File: config.mk
export PLATFORM = sky130hd
export DESIGN_NAME = osc_power_sequencer_flat
export DESIGN_NICKNAME = d
export VERILOG_FILES = /design/src/rtl/osc_ctrl_pkg.sv /design/src/rtl/osc_power_sequencer_if.sv /design/src/rtl/osc_ctrl_timer.sv /design/src/rtl/osc_power_sequencer.sv /design/src/flat_wrapper.sv
export SDC_FILE = /design/constraint.sdc
export NUM_CORES = 1
export LEC_CHECK = 0
export BUFFER_PORTS_ARGS = -buffer_cell sky130_fd_sc_hd__buf_4
export CORE_ASPECT_RATIO = 1.5
export CORE_MARGIN = 8
export CORE_UTILIZATION = 52
export CTS_CLUSTER_SIZE = 8
export DETAILED_ROUTE_END_ITERATION = 10
export PLACE_DENSITY_LB_ADDON = 0.3
export SLEW_MARGIN = 25
export SYNTH_ARGS = -nofsm -noshare
export SYNTH_HDL_FRONTEND = slang
export SYNTH_HIERARCHICAL = 1
export SYNTH_SLANG_ARGS = --single-unit
File: constraint.sdc
create_clock -name clock -period 4.8 [get_ports clock]
set_clock_uncertainty 0.15 [all_clocks]
set_input_delay 0.96 -clock clock [delete_from_list [all_inputs] [get_ports clock]]
set_output_delay 0.96 -clock clock [all_outputs]
set_load 0.005 [all_outputs]
File: src/rtl/osc_ctrl_pkg.sv
// Shared types and constants for the oscillator power sequencer.
package osc_ctrl_pkg;

   // Sequencer states; encoding is exported on the debug state output.
   typedef enum logic [2:0] {
      OFF    = 3'd0,
      SETTLE = 3'd1,
      ON     = 3'd2,
      IDLE   = 3'd3,
      COOL   = 3'd4
   } osc_state_t;

   // Level that powers the oscillator on its enable pin.
   localparam logic ACTIVE_LOW = 1'b0;

   // Width of the shared state timer.
   localparam int CNT_W = 8;

   // Largest of three timing parameters, used for the width check.
   function automatic int max3(input int a, input int b, input int c);
      int m;
      m = (a > b) ? a : b;
      return (m > c) ? m : c;
   endfunction

endpackage

File: src/rtl/osc_power_sequencer_if.sv
// Requester/status bundle between the oscillator sequencer and its users.
interface osc_power_sequencer_if #(
   parameter int NUM_REQ = 4
);
   logic [NUM_REQ-1:0] req;
   logic               force_on;
   logic [NUM_REQ-1:0] ack;
   logic               osc_power_n;
   logic               osc_stable;
   logic [2:0]         state;

   // Requester side: raises requests, observes grants and oscillator status.
   modport master (
      output req,
      output force_on,
      input  ack,
      input  osc_power_n,
      input  osc_stable,
      input  state
   );

   // Sequencer side.
   modport slave (
      input  req,
      input  force_on,
      output ack,
      output osc_power_n,
      output osc_stable,
      output state
   );
endinterface

File: src/rtl/osc_ctrl_timer.sv
// Clearable saturating up-counter with a terminal-count compare.
module osc_ctrl_timer
   import osc_ctrl_pkg::*;
(
   input  logic             clock,
   input  logic             reset_n,
   input  logic             clear,
   input  logic [CNT_W-1:0] tc_value,
   output logic             tc
);

   logic [CNT_W-1:0] count_q;

   // Increment that sticks at all-ones instead of wrapping to zero.
   function automatic logic [CNT_W-1:0] sat_inc(input logic [CNT_W-1:0] v);
      return (v == {CNT_W{1'b1}}) ? v : v + 1'b1;
   endfunction

   // Count up every cycle; restart from zero whenever the owner changes state.
   always_ff @(posedge clock or negedge reset_n) begin
      if (!reset_n) begin
         count_q <= '0;
      end else if (clear) begin
         count_q <= '0;
      end else begin
         count_q <= sat_inc(count_q);
      end
   end

   assign tc = (count_q == tc_value);

endmodule

File: src/rtl/osc_power_sequencer.sv
// Oscillator power sequencer: powers the oscillator on first request, waits
// for it to settle, grants requesters, and powers down after an idle timeout
// with an enforced minimum off time. Runs on the always-on system clock.
module osc_power_sequencer
   import osc_ctrl_pkg::*;
#(
   parameter int NUM_REQ        = 4,
   parameter int SETTLE_CYCLES  = 16,
   parameter int IDLE_CYCLES    = 32,
   parameter int OFF_MIN_CYCLES = 8
) (
   input  logic                  clock,
   input  logic                  reset_n,
   osc_power_sequencer_if.slave  bus
);

   localparam int MAX_T = max3(SETTLE_CYCLES, IDLE_CYCLES, OFF_MIN_CYCLES);

   // Parameter sanity, caught at elaboration.
   if (CNT_W < $clog2(MAX_T)) begin : g_cnt_w_chk
      $error("osc_power_sequencer: CNT_W too narrow for timing parameters");
   end
   if (NUM_REQ < 1 || NUM_REQ > 8) begin : g_num_req_chk
      $error("osc_power_sequencer: NUM_REQ must be 1..8");
   end
   if (SETTLE_CYCLES < 1 || SETTLE_CYCLES > 255 ||
       IDLE_CYCLES < 1 || IDLE_CYCLES > 255 ||
       OFF_MIN_CYCLES < 1 || OFF_MIN_CYCLES > 255) begin : g_timing_chk
      $error("osc_power_sequencer: timing parameters must be 1..255");
   end

   localparam logic [CNT_W-1:0] SETTLE_TC = CNT_W'(SETTLE_CYCLES - 1);
   localparam logic [CNT_W-1:0] IDLE_TC   = CNT_W'(IDLE_CYCLES - 1);
   localparam logic [CNT_W-1:0] COOL_TC   = CNT_W'(OFF_MIN_CYCLES - 1);

   osc_state_t         state_q;
   osc_state_t         state_d;
   logic               any_req;
   logic               timer_clear;
   logic [CNT_W-1:0]   tc_value;
   logic               tc;
   logic               power_n_q;
   logic               power_n_d;
   logic               stable_q;
   logic               stable_d;
   logic [NUM_REQ-1:0] ack_q;
   logic [NUM_REQ-1:0] ack_d;

   assign any_req = (|bus.req) | bus.force_on;

   osc_ctrl_timer u_timer (
      .clock    (clock),
      .reset_n  (reset_n),
      .clear    (timer_clear),
      .tc_value (tc_value),
      .tc       (tc)
   );

   // Next state, timer compare selection and next values of registered outputs.
   always_comb begin
      state_d  = state_q;
      tc_value = '0;
      unique case (state_q)
         OFF: begin
            if (any_req) state_d = SETTLE;
         end
         SETTLE: begin
            // Dropped requests do not abort the settle; ON then falls to IDLE.
            tc_value = SETTLE_TC;
            if (tc) state_d = ON;
         end
         ON: begin
            if (!any_req) state_d = IDLE;
         end
         IDLE: begin
            // A request on the expiry cycle keeps the oscillator running.
            tc_value = IDLE_TC;
            if (any_req)  state_d = ON;
            else if (tc)  state_d = COOL;
         end
         COOL: begin
            // Requests stay pending until the minimum off time has elapsed.
            tc_value = COOL_TC;
            if (tc) state_d = OFF;
         end
         default: state_d = OFF;
      endcase

      timer_clear = (state_d != state_q);

      power_n_d = (state_d == SETTLE || state_d == ON || state_d == IDLE)
                  ? ACTIVE_LOW : ~ACTIVE_LOW;
      stable_d  = (state_d == ON || state_d == IDLE);
      // Grants track requests only while ON; leaving ON implies no requests.
      ack_d     = (state_q == ON) ? bus.req : '0;
   end

   // State and output registers; reset forces the oscillator off at once.
   always_ff @(posedge clock or negedge reset_n) begin
      if (!reset_n) begin
         state_q   <= OFF;
         power_n_q <= ~ACTIVE_LOW;
         stable_q  <= 1'b0;
         ack_q     <= '0;
      end else begin
         state_q   <= state_d;
         power_n_q <= power_n_d;
         stable_q  <= stable_d;
         ack_q     <= ack_d;
      end
   end

   assign bus.osc_power_n = power_n_q;
   assign bus.osc_stable  = stable_q;
   assign bus.ack         = ack_q;
   assign bus.state       = state_q;

endmodule

File: src/flat_wrapper.sv
// flat-port wrapper written by rule: the top's interface ports become plain ports
module osc_power_sequencer_flat import osc_ctrl_pkg::*;
#(
   parameter int NUM_REQ        = 4,
   parameter int SETTLE_CYCLES  = 16,
   parameter int IDLE_CYCLES    = 32,
   parameter int OFF_MIN_CYCLES = 8
)
  (clock, reset_n, bus_req, bus_force_on, bus_ack, bus_osc_power_n, bus_osc_stable, bus_state);
  osc_power_sequencer_if #(.NUM_REQ(NUM_REQ)) bus_i ();
  input  logic clock;
  input  logic reset_n;
  input wire logic [$bits(bus_i.req)-1:0] bus_req;
  input wire logic [$bits(bus_i.force_on)-1:0] bus_force_on;
  output wire logic [$bits(bus_i.ack)-1:0] bus_ack;
  output wire logic [$bits(bus_i.osc_power_n)-1:0] bus_osc_power_n;
  output wire logic [$bits(bus_i.osc_stable)-1:0] bus_osc_stable;
  output wire logic [$bits(bus_i.state)-1:0] bus_state;
  assign bus_i.req = bus_req;
  assign bus_i.force_on = bus_force_on;
  assign bus_ack = bus_i.ack;
  assign bus_osc_power_n = bus_i.osc_power_n;
  assign bus_osc_stable = bus_i.osc_stable;
  assign bus_state = bus_i.state;
  osc_power_sequencer #(.NUM_REQ(NUM_REQ), .SETTLE_CYCLES(SETTLE_CYCLES), .IDLE_CYCLES(IDLE_CYCLES), .OFF_MIN_CYCLES(OFF_MIN_CYCLES)) u_core (.clock(clock), .reset_n(reset_n), .bus(bus_i));
endmodule
Word level (Yosys, flattened, before mapping):

Cells that the tools add are included.

* bitwise logic cells: 1
* eq/ne operators: 11
* add/sub/neg operators: 1
* reduce and logical (&&, ||, !) cells: 5
* multiplexer cells: 12

Operator list (number)
* 3-bit two-way mux: 6
* 8-bit two-way mux: 2
* 3-bit case mux with 5 select lines: 1
* 5-bit case mux with 3 select lines: 1
* 3-bit by 2-bit == test with 1-bit output (second input constant): 4
* 8-bit by 1-bit adder with 8-bit output (second input constant): 1
* 8-bit == test: 1
* 8-bit == test (second input constant): 1
* 3-bit by 1-bit == test with 1-bit output (second input constant): 2
* 4-bit two-way mux: 1
* 4-bit OR reduction: 1
* 3-bit == test (second input constant): 1
* 3-bit logical NOT: 1
* 1-bit logical OR: 3
* 3-bit != test: 1
* 2-bit by 1-bit != test with 1-bit output (second input constant): 1
* 1-bit two-way mux: 1
* 1-bit OR: 1

* output and inout bits: 9
* logic and storage cells: 35
* input bits: 7
* bits in registers: 17

Depth between registers and ports, before layout:

Gate-level depths: netlist of run 1.

* depth in word-level cells: 10
* mapped depth: 11
* mapped depth without buffers: 9

Modules after synthesis:

The synthesis of run 1 kept the hierarchy.

Modules (own cells, without submodules)
* osc_ctrl_timer: instances 1, cells each 63, area each 568.0 um^2, sequential area each 200.2 um^2
* osc_power_sequencer: instances 1, cells each 43, area each 447.9 um^2, sequential area each 226.5 um^2

Least setup slack after synthesis of run 1:

Ideal clock, no wire load.

* path kind: reg-to-reg
* start: register u_core.state_q[2], in the netlist u_core/bus.state[2]
* end: register u_core.u_timer.count_q[2]
* slack: 1896 ps
* library setup time: 132 ps
* period minus slack after synthesis: 2904 ps
* data required time: 4518 ps
* cell stages (with the launch flop): 12
* path buffers: 2
* arrival time: 2621 ps
* cell sequence: dfrtp_1 > clkbuf_1 > or3b_2 > nand2b_1 > xnor2_1 > nand4_1 > nor2_1 > nand2b_1 > o32ai_1 > nor4b_1 > buf_1 > nor3_1

* longest elaborated chain between the ends: 8
* elaborated cells on any way between the ends: 17
* classes of those cells: eq/ne (7); mux (9); reduce/logical (1)

RTL lines
* start, declared: RTL line osc_power_sequencer.sv:36 `osc_state_t state_q;`
* start signal, assigned: RTL line osc_power_sequencer.sv:106 `state_q <= state_d;`
* 3-bit == test, or another cell as far along: RTL line osc_power_sequencer.sv:63 `unique case (state_q)`
* 5-bit case mux with 3 select lines *: RTL line osc_power_sequencer.sv:63
* net u_core.tc_value[0]: RTL line osc_power_sequencer.sv:40 `logic [CNT_W-1:0] tc_value;`
* 8-bit == test *: RTL line osc_ctrl_timer.sv:30 `assign tc = (count_q == tc_value);`
* net u_core.tc: RTL line osc_power_sequencer.sv:41 `logic tc;`
* 3-bit two-way mux: RTL line osc_power_sequencer.sv:79 `else if (tc) state_d = COOL;`
* 3-bit two-way mux: RTL line osc_power_sequencer.sv:78 `if (any_req) state_d = ON;`
* 3-bit case mux with 5 select lines *: RTL line osc_power_sequencer.sv:63
* 3-bit != test *: RTL line osc_power_sequencer.sv:89 `timer_clear = (state_d != state_q);`
* net u_core.timer_clear: RTL line osc_power_sequencer.sv:39 `logic timer_clear;`
* 2-bit by 1-bit != test with 1-bit output (no line) or 8-bit two-way mux (tied branches)
* end signal, assigned: RTL line osc_ctrl_timer.sv:26 `count_q <= sat_inc(count_q);`
* end, declared: RTL line osc_ctrl_timer.sv:12 `logic [CNT_W-1:0] count_q;`

The timed path passes the listed nets; every way through them passes the cells marked *.
A chain may end at the register's enable or synchronous reset.

Worst setup path in the final report of run 1:

* start: register u_core.state_q[2], in the netlist u_core/bus.state[2]
* end: register u_core.u_timer.count_q[5]

The elaborated chain is that of the path after synthesis.

==> summary.md, run 1 <==
| Metric | Value |
|---|---|
| Critical path fanouts, max | 11 |
| CP Launch Type | flop |
| Run status | finished clean |
| First-pass GRT wire length | 3480 um |
| Critical path's slowest cell | dfrtp_1 |
| Vias post-DR | 836 |
| IO Pins | 16 |
| Placed instance count | 134 |
| Logic pwr share | 34.4% |
| Critical path required time | 4.82 ns |
| Critical-path cell list | or3b_2 -> nand2b_1 -> xnor2_1 -> nand4_1 -> nor2_1 -> nand2b_1 -> o32ai_1 -> nor4b_1 -> buf_4 -> nor3_1 |
| Die area | 3650 sq um |
| Final net count | 126 |
| Worst Path Buf+Inv | 1 |
| Count of state elements after synthesis | 17 |
| Die width | 52.1 um |
| Post-CTS Hold Buffers | 0 |
| Max-slew violation total from the final report | 0 |
| Hold Crit Class | input port to async pin |
| Crit path largest cell delay | 0.54 ns |
| Peak supply drop | 0.251 mV |
| Power, Total | 460 uW |
| Endpoint type of the worst setup path | flop |
| Initial antenna violation count | 0 |
| Core area | 1830 sq um |
| Final WS setup | 1.82 ns |
| Max-Cap Viols | 0 |
| GRT Util Overall | 12.0% |
| Initial core utilization | 55.5% |
| # resized after CTS | 0 |
| PD cells | 411 nW/um^2 |
| Leak Pwr | 0.477 nW |
| WL final | 2030 um |
| Clk_lat worst skew | 0.28 ns |
| First-pass DRT Iterations | 4 |
| Seq pwr share | 49.4% |
| Fill cells | 167 |
| Fin cells | 138 |
| # DRC | 0 |
| H-tree depth | 1 |
| Post-synth top flop | dfrtp_1 |
| Period utilization | 62.1% |
| Final core occ | 61.2% |
| CTS root buf | clkbuf_4 |
| Die height | 70.1 um |
| CTS Buf Count | 3 |
| Syn Inst Count | 106 |
| Routability cong. | 0.798 |
| CTS Buffer Depth | 2 |
| PortBufs | 15 |
| Final min period | 2.98 ns |
| Kind of critical path | flop to flop |
| Worst-path clk slew | 0.10 ns |
| Cell mode on critical path | nand2b_1 |
| Post-CTS setup buffer count | 0 |
| Number of flops mapped to enable cells by yosys | 0 |
| Cell area after synthesis | 1020 sq um |
| CTS tree | done |
| RSZ-0062 raised after global routing | no |
| Vias in the first global route | 835 |
| Final setup fails | 0 |
| Wire per inst | 14.7 um |
| Asr flop ratio synth | 100% |
| Syn avg cell area | 9.58 sq um |
| CTS Sinks | 17 |
| Sw Share | 37.5% |
| GR Overflow Total | 0 |
| Largest net degree at the start of global routing | 18 |
| TNS Setup | 0 ns |
| CP arrival | 3.01 ns |
| Fmax | 335 MHz |
| Dpl ws | 1.91 ns |
| Rows | 19 |
| Sequential area share after synthesis | 42.0% |
| Share of layout cells above drive strength 1 | 23.9% |
| Vias per cell | 6.06 |
| DP HPWL | 1470 um |
| Distinct cells, synth | 42 |
| Clk network pwr share | 16.2% |
| Yosys warning count | 6 |
| Starting DRT DRC Count | 21 |
| Count of final hold-check violations | 0 |
| Pint | 288 uW |
| Diodes inserted | 0 |
| Routed Antenna Nets | 0 |
| Area growth, synth to finish | 10.3% |
| Cell family with most CP delay | simple AND/OR/NAND/NOR gates |
| Sw Pwr | 173 uW |
metrics by stage:
stage	cell area [sq um]	hold WS, ns
finish	1120	0.366
global route	1120	0.359
CTS	1120	0.358
detailed placement	1090	0.468
global placement	1090	0.460
floorplan	1020	0.430
final timing paths:
kind / from / end / slack [ns] / cells past startpoint
hold reg to reg: u_core/u_timer/count_q[1]$_DFFE_PN0P_ / u_core/u_timer/count_q[1]$_DFFE_PN0P_ / 0.48 / 2
setup reg to reg: u_core/bus.state[2]$_DFF_PN0_ / u_core/u_timer/count_q[5]$_DFFE_PN0P_ / 1.82 / 10
setup / recovery: u_core/bus.state[2]$_DFF_PN0_ / u_core/u_timer/count_q[5]$_DFFE_PN0P_ / 1.82 / 10
max in group asynchronous: reset_n / u_core/bus.osc_power_n$_DFF_PN1_ / 3.88 / 1
hold / removal: reset_n / u_core/u_timer/count_q[2]$_DFFE_PN0P_ / 0.37 / 1
min in group clock: u_core/u_timer/count_q[1]$_DFFE_PN0P_ / u_core/u_timer/count_q[1]$_DFFE_PN0P_ / 0.48 / 2
synth_stat cells (3+ instances only):
library cell | instances | area [sq um]
buf_6 | 3 | 33.8
nand4_1 | 4 | 25.0
nand3_1 | 3 | 15.0
buf_4 | 3 | 22.5
and2_1 | 4 | 25.0
nand2_1 | 3 | 11.3
nor3b_1 | 3 | 22.5
dfrtp_1 | 16 | 400
nor2_1 | 6 | 22.5
a31oi_1 | 3 | 18.8
xnor2_1 | 8 | 70.1
nor3_1 | 8 | 40.0
a21oi_1 | 4 | 20.0
clkbuf_1 | 3 | 11.3
nor4_1 | 3 | 18.8
power by group through the flow:
stage          logic, mW  registers [mW]  clock network (mW)
5_1_grt            0.178           0.235              0.0844
6_report           0.159           0.227              0.0746
3_3_place_gp       0.157           0.230                   0
4_1_cts            0.160           0.227              0.0793
3_5_place_dp       0.159           0.230                   0
2_1_floorplan      0.162           0.194                   0
kinds of logic after synthesis:
| logic type | count (synthesis) | synth area share, % |
|---|---|---|
| other | 1 | 0.369 |
| xor gates and xnor gates | 8 | 6.90 |
| DFF | 17 | 42.0 |
| and+or+nand+nor | 47 | 28.1 |
| AOI/OAI and AO/OA | 20 | 13.5 |
| buffers and inverters | 12 | 7.88 |
| adders and majority gates | 1 | 1.23 |
layout by cell type (no fill, tap or decap), drive strengths merged, types with 2 or more instances in the layout:
cell type | netlist | final
nor2 | 6 | 6
conb | 1 | 3
nor3b | 3 | 3
nor3 | 8 | 8
clkbuf | 3 | 3
dfrtp | 16 | 16
nor4 | 3 | 3
nand4 | 5 | 5
o21ai | 4 | 4
nand3 | 3 | 3
nand2 | 3 | 3
nand2b | 2 | 2
xnor2 | 8 | 8
a21oi | 4 | 4
and3 | 3 | 3
a31oi | 3 | 3
buf | 8 | 16
a211oi | 2 | 2
and2 | 5 | 5
sequential cells by signal, summed over array words and instances, names as in the netlist:
signal                  count
u_core/u_timer/count_q      8
u_core/bus.ack              4
u_core/bus.state            3
u_core/bus.osc_power_n      1
u_core/bus.osc_stable       1
area by class of cell:
type	instances	area, sq um	area share [%]
Tap cell	21	26.3	2.34
Timing Repair Buffer	16	120	10.7
Multi-Input combinational cell	79	517	46.1
Clock inverter	1	5.00	0.446
Clock buffer	3	22.5	2.01
Inverter	1	3.75	0.335
Sequential cell	17	427	38.1
per-layer routing:
metal	global-route usage [%]	share of wire, %	up-vias
li1	-	-	404
met2	19.0	54	33
met5	0	0	-
met1	13.3	39	397
met4	9.20	1.7	0
met3	2.12	5.2	2
worst reg2reg max path, delay by kind of cell (launching register included):
kind,cells,cell delay (ns)
simple gates,7,1.74
buf+inv,1,0.22
compound gates,1,0.09
xor+xnor,1,0.14
flops,1,0.54
No activity file was read; power rests on OpenSTA's default activity.
==> inputs of run 2 (changes only) <==
--- a/config.mk
+++ b/config.mk
@@ -5,6 +5,7 @@
 export SDC_FILE = /design/constraint.sdc
 export NUM_CORES = 1
 export LEC_CHECK = 0
+export ABC_AREA = 1
 export BUFFER_PORTS_ARGS = -buffer_cell sky130_fd_sc_hd__buf_4
 export CORE_ASPECT_RATIO = 1.5
 export CORE_MARGIN = 8
==> constraint.sdc (replaced) <==
create_clock -name clock -period 3 [get_ports clock]
set_clock_uncertainty 0.15 [all_clocks]
set_input_delay 0.6 -clock clock [delete_from_list [all_inputs] [get_ports clock]]
set_output_delay 0.6 -clock clock [all_outputs]
set_load 0.005 [all_outputs]
==> run 2 against run 1 <==
  * Critical path depth increased by 10
  * Sequential power increased by 41%
  * Synthesized cell count increased by 42%
  * Global-route usage increased by 1.4 points
  * Combinational power increased to 2.5 times the previous value
  * Critical endpoint is now u_core/u_timer/count_q[6]$_DFFE_PN0P_
  * Fmax increased by 11%
  * Sequential cell count unchanged
==> summary.md, run 2 <==
| Metric | Value |
|---|---|
| H-tree depth | 1 |
| Asr flop ratio synth | 100% |
| First-pass GRT wire length | 4040 um |
| CTS Sinks | 17 |
| Core area | 2030 sq um |
| Initial antenna violation count | 0 |
| Run status | finished clean |
| # DRC | 0 |
| Routed Antenna Nets | 0 |
| # resized after CTS | 0 |
| Hold Crit Class | input port to flop |
| Top cells by count, synth | nand2_1, inv_1, dfrtp_1 |
| Kind of critical path | flop to flop |
| Die width | 53.7 um |
| CP Launch Type | flop |
| Worst Hold Margin | 0.366 ns |
| Period utilization | 89.6% |
| Dpl ws | 0.366 ns |
| Count of final hold-check violations | 0 |
| Max reg flops | 8 |
| TNS Setup | 0 ns |
| Wire per inst | 11.9 um |
| Synth area leaders | dfrtp_1, nand2_1, inv_1 |
| Routability cong. | 0.810 |
| Power, Total | 850 uW |
| Syn Inst Count | 150 |
| Top cell type's share of synthesized area | 36.1% |
| Die height | 72.6 um |
| Commonest non-fill, non-tap cell in the layout | nand2_1 |
| Leak Pwr | 0.698 nW |
| Initial core utilization | 54.7% |
| GR Overflow Total | 0 |
| Fmax | 372 MHz |
| CTS Buf Count | 3 |
| Die area | 3900 sq um |
| Final setup fails | 0 |
| Largest net degree at the start of global routing | 18 |
| Peak supply drop | 0.463 mV |
| Distinct cells, synth | 22 |
| Starting DRT DRC Count | 25 |
| Rows | 20 |
| Final net count | 184 |
| First-pass DRT Iterations | 4 |
| Number of flops mapped to enable cells by yosys | 0 |
| Clk_lat worst skew | 0.30 ns |
| Area after DPL | 1270 sq um |
| Critical path required time | 3.09 ns |
| Critical path fanouts, max | 7 |
| Most frequent cells in the layout | nand2_1, inv_1, buf_4 |
| Diodes inserted | 0 |
| Endpoint type of the worst setup path | flop |
| Final Instance Area | 1310 sq um |
| Area growth, synth to finish | 18.5% |
| Yosys top cell by area | dfrtp_1 |
| Final WS setup | 0.312 ns |
| GRT Util Overall | 13.4% |
| Vias post-DR | 996 |
| WL final | 2350 um |
| CTS tree | done |
| Cell area after synthesis | 1110 sq um |
| Vias per cell | 5.06 |
| CTS Buffer Depth | 2 |
| Share of layout cells above drive strength 1 | 29.7% |
| CTS root buf | clkbuf_4 |
| Sequential area share after synthesis | 38.5% |
| CP arrival | 2.78 ns |
| Syn avg cell area | 7.39 sq um |
| Max-slew violation total from the final report | 0 |
| PortBufs | 15 |
| Count of state elements after synthesis | 17 |
| Post-CTS setup buffer count | 0 |
| RSZ-0062 raised after global routing | no |
| PD cells | 647 nW/um^2 |
| Post-synth top flop | dfrtp_1 |
| Final min period | 2.69 ns |
| IO Pins | 16 |
| Vias in the first global route | 1022 |
| DP HPWL | 1960 um |
| Max-Cap Viols | 0 |
| Count leader, synth | nand2_1 |
| Register with the most flip-flops | u_core/u_timer/count_q |
| Yosys warning count | 6 |
| Worst-path clk slew | 0.11 ns |
| Post-CTS Hold Buffers | 1 |
run 2: final cells by class:
type                    instances  area (sq um)
repair buffers                 18           138
flip-flops and latches         17           427
well taps                      22          27.5
inverters                      25          93.8
clock inverters                 1          7.51
fillers                       183           713
clock buffers                   3          22.5
multi-input cells             111           598
run 2: kinds of logic after synthesis:
kind of cell	count (synthesis)	share of synthesized area, %
compound gates	6	3.61
xor+xnor	4	3.16
fa+ha+maj	1	1.13
buf+inv	26	8.92
flops	17	38.5
other cells	1	0.338
simple gates	95	44.4
run 2: power by group:
part / internal (mW) / total [mW] / switching [mW]
Combinational: 0.164 / 0.400 / 0.236
Sequential: 0.274 / 0.321 / 0.0472
Clock: 0.0508 / 0.128 / 0.0772
Total: 0.489 / 0.850 / 0.361
run 2: path summary, 6_finish.rpt:
path	end	depth (start not counted)	from	slack, ns
worst max-delay path	u_core/u_timer/count_q[6]$_DFFE_PN0P_	20	u_core/bus.state[2]$_DFF_PN0_	0.31
worst min-delay path	u_core/bus.ack[2]$_DFF_PN0_	3	bus_req[2]	0.37
worst max register to register	u_core/u_timer/count_q[6]$_DFFE_PN0P_	20	u_core/bus.state[2]$_DFF_PN0_	0.31
worst min register to register	u_core/u_timer/count_q[6]$_DFFE_PN0P_	2	u_core/u_timer/count_q[7]$_DFFE_PN0P_	0.46
max in group asynchronous	u_core/bus.osc_power_n$_DFF_PN1_	2	reset_n	1.90
min in group asynchronous	u_core/bus.ack[1]$_DFF_PN0_	2	reset_n	0.54
run 2: layer usage:
| metal | track usage, % | wire (um) |
|---|---|---|
| met2 | 25.5 | 1390 |
| met5 | 0 | 0 |
| met1 | 12.2 | 840 |
| met3 | 1.84 | 66 |
| met4 | 8.17 | 46 |
run 2: stage by stage:
stage | utilization, % | cells
floorplan | - | 154
global placement | 62.8 | 192
detailed placement | 62.8 | 192
CTS | 64.8 | 197
global route | 64.8 | 197
finish | 64.8 | 197
run 2: worst max-delay path, stage by stage (launching register included):
cell and delay, ns:
dfrtp_1 0.45, inv_2 0.13, nand2_2 0.09, nor2_2 0.22, inv_1 0.07, nand2_1 0.06, nand2_1 0.05, nor2_1 0.08
nand2_1 0.07, nor2_1 0.23, nand2_1 0.12, clkinv_1 0.07, nor2_2 0.03, nand2_2 0.09, nand3_4 0.08, nand2_2 0.07
nand3_2 0.06, inv_1 0.16, buf_4 0.19, nand2_1 0.06, nor2_1 0.10
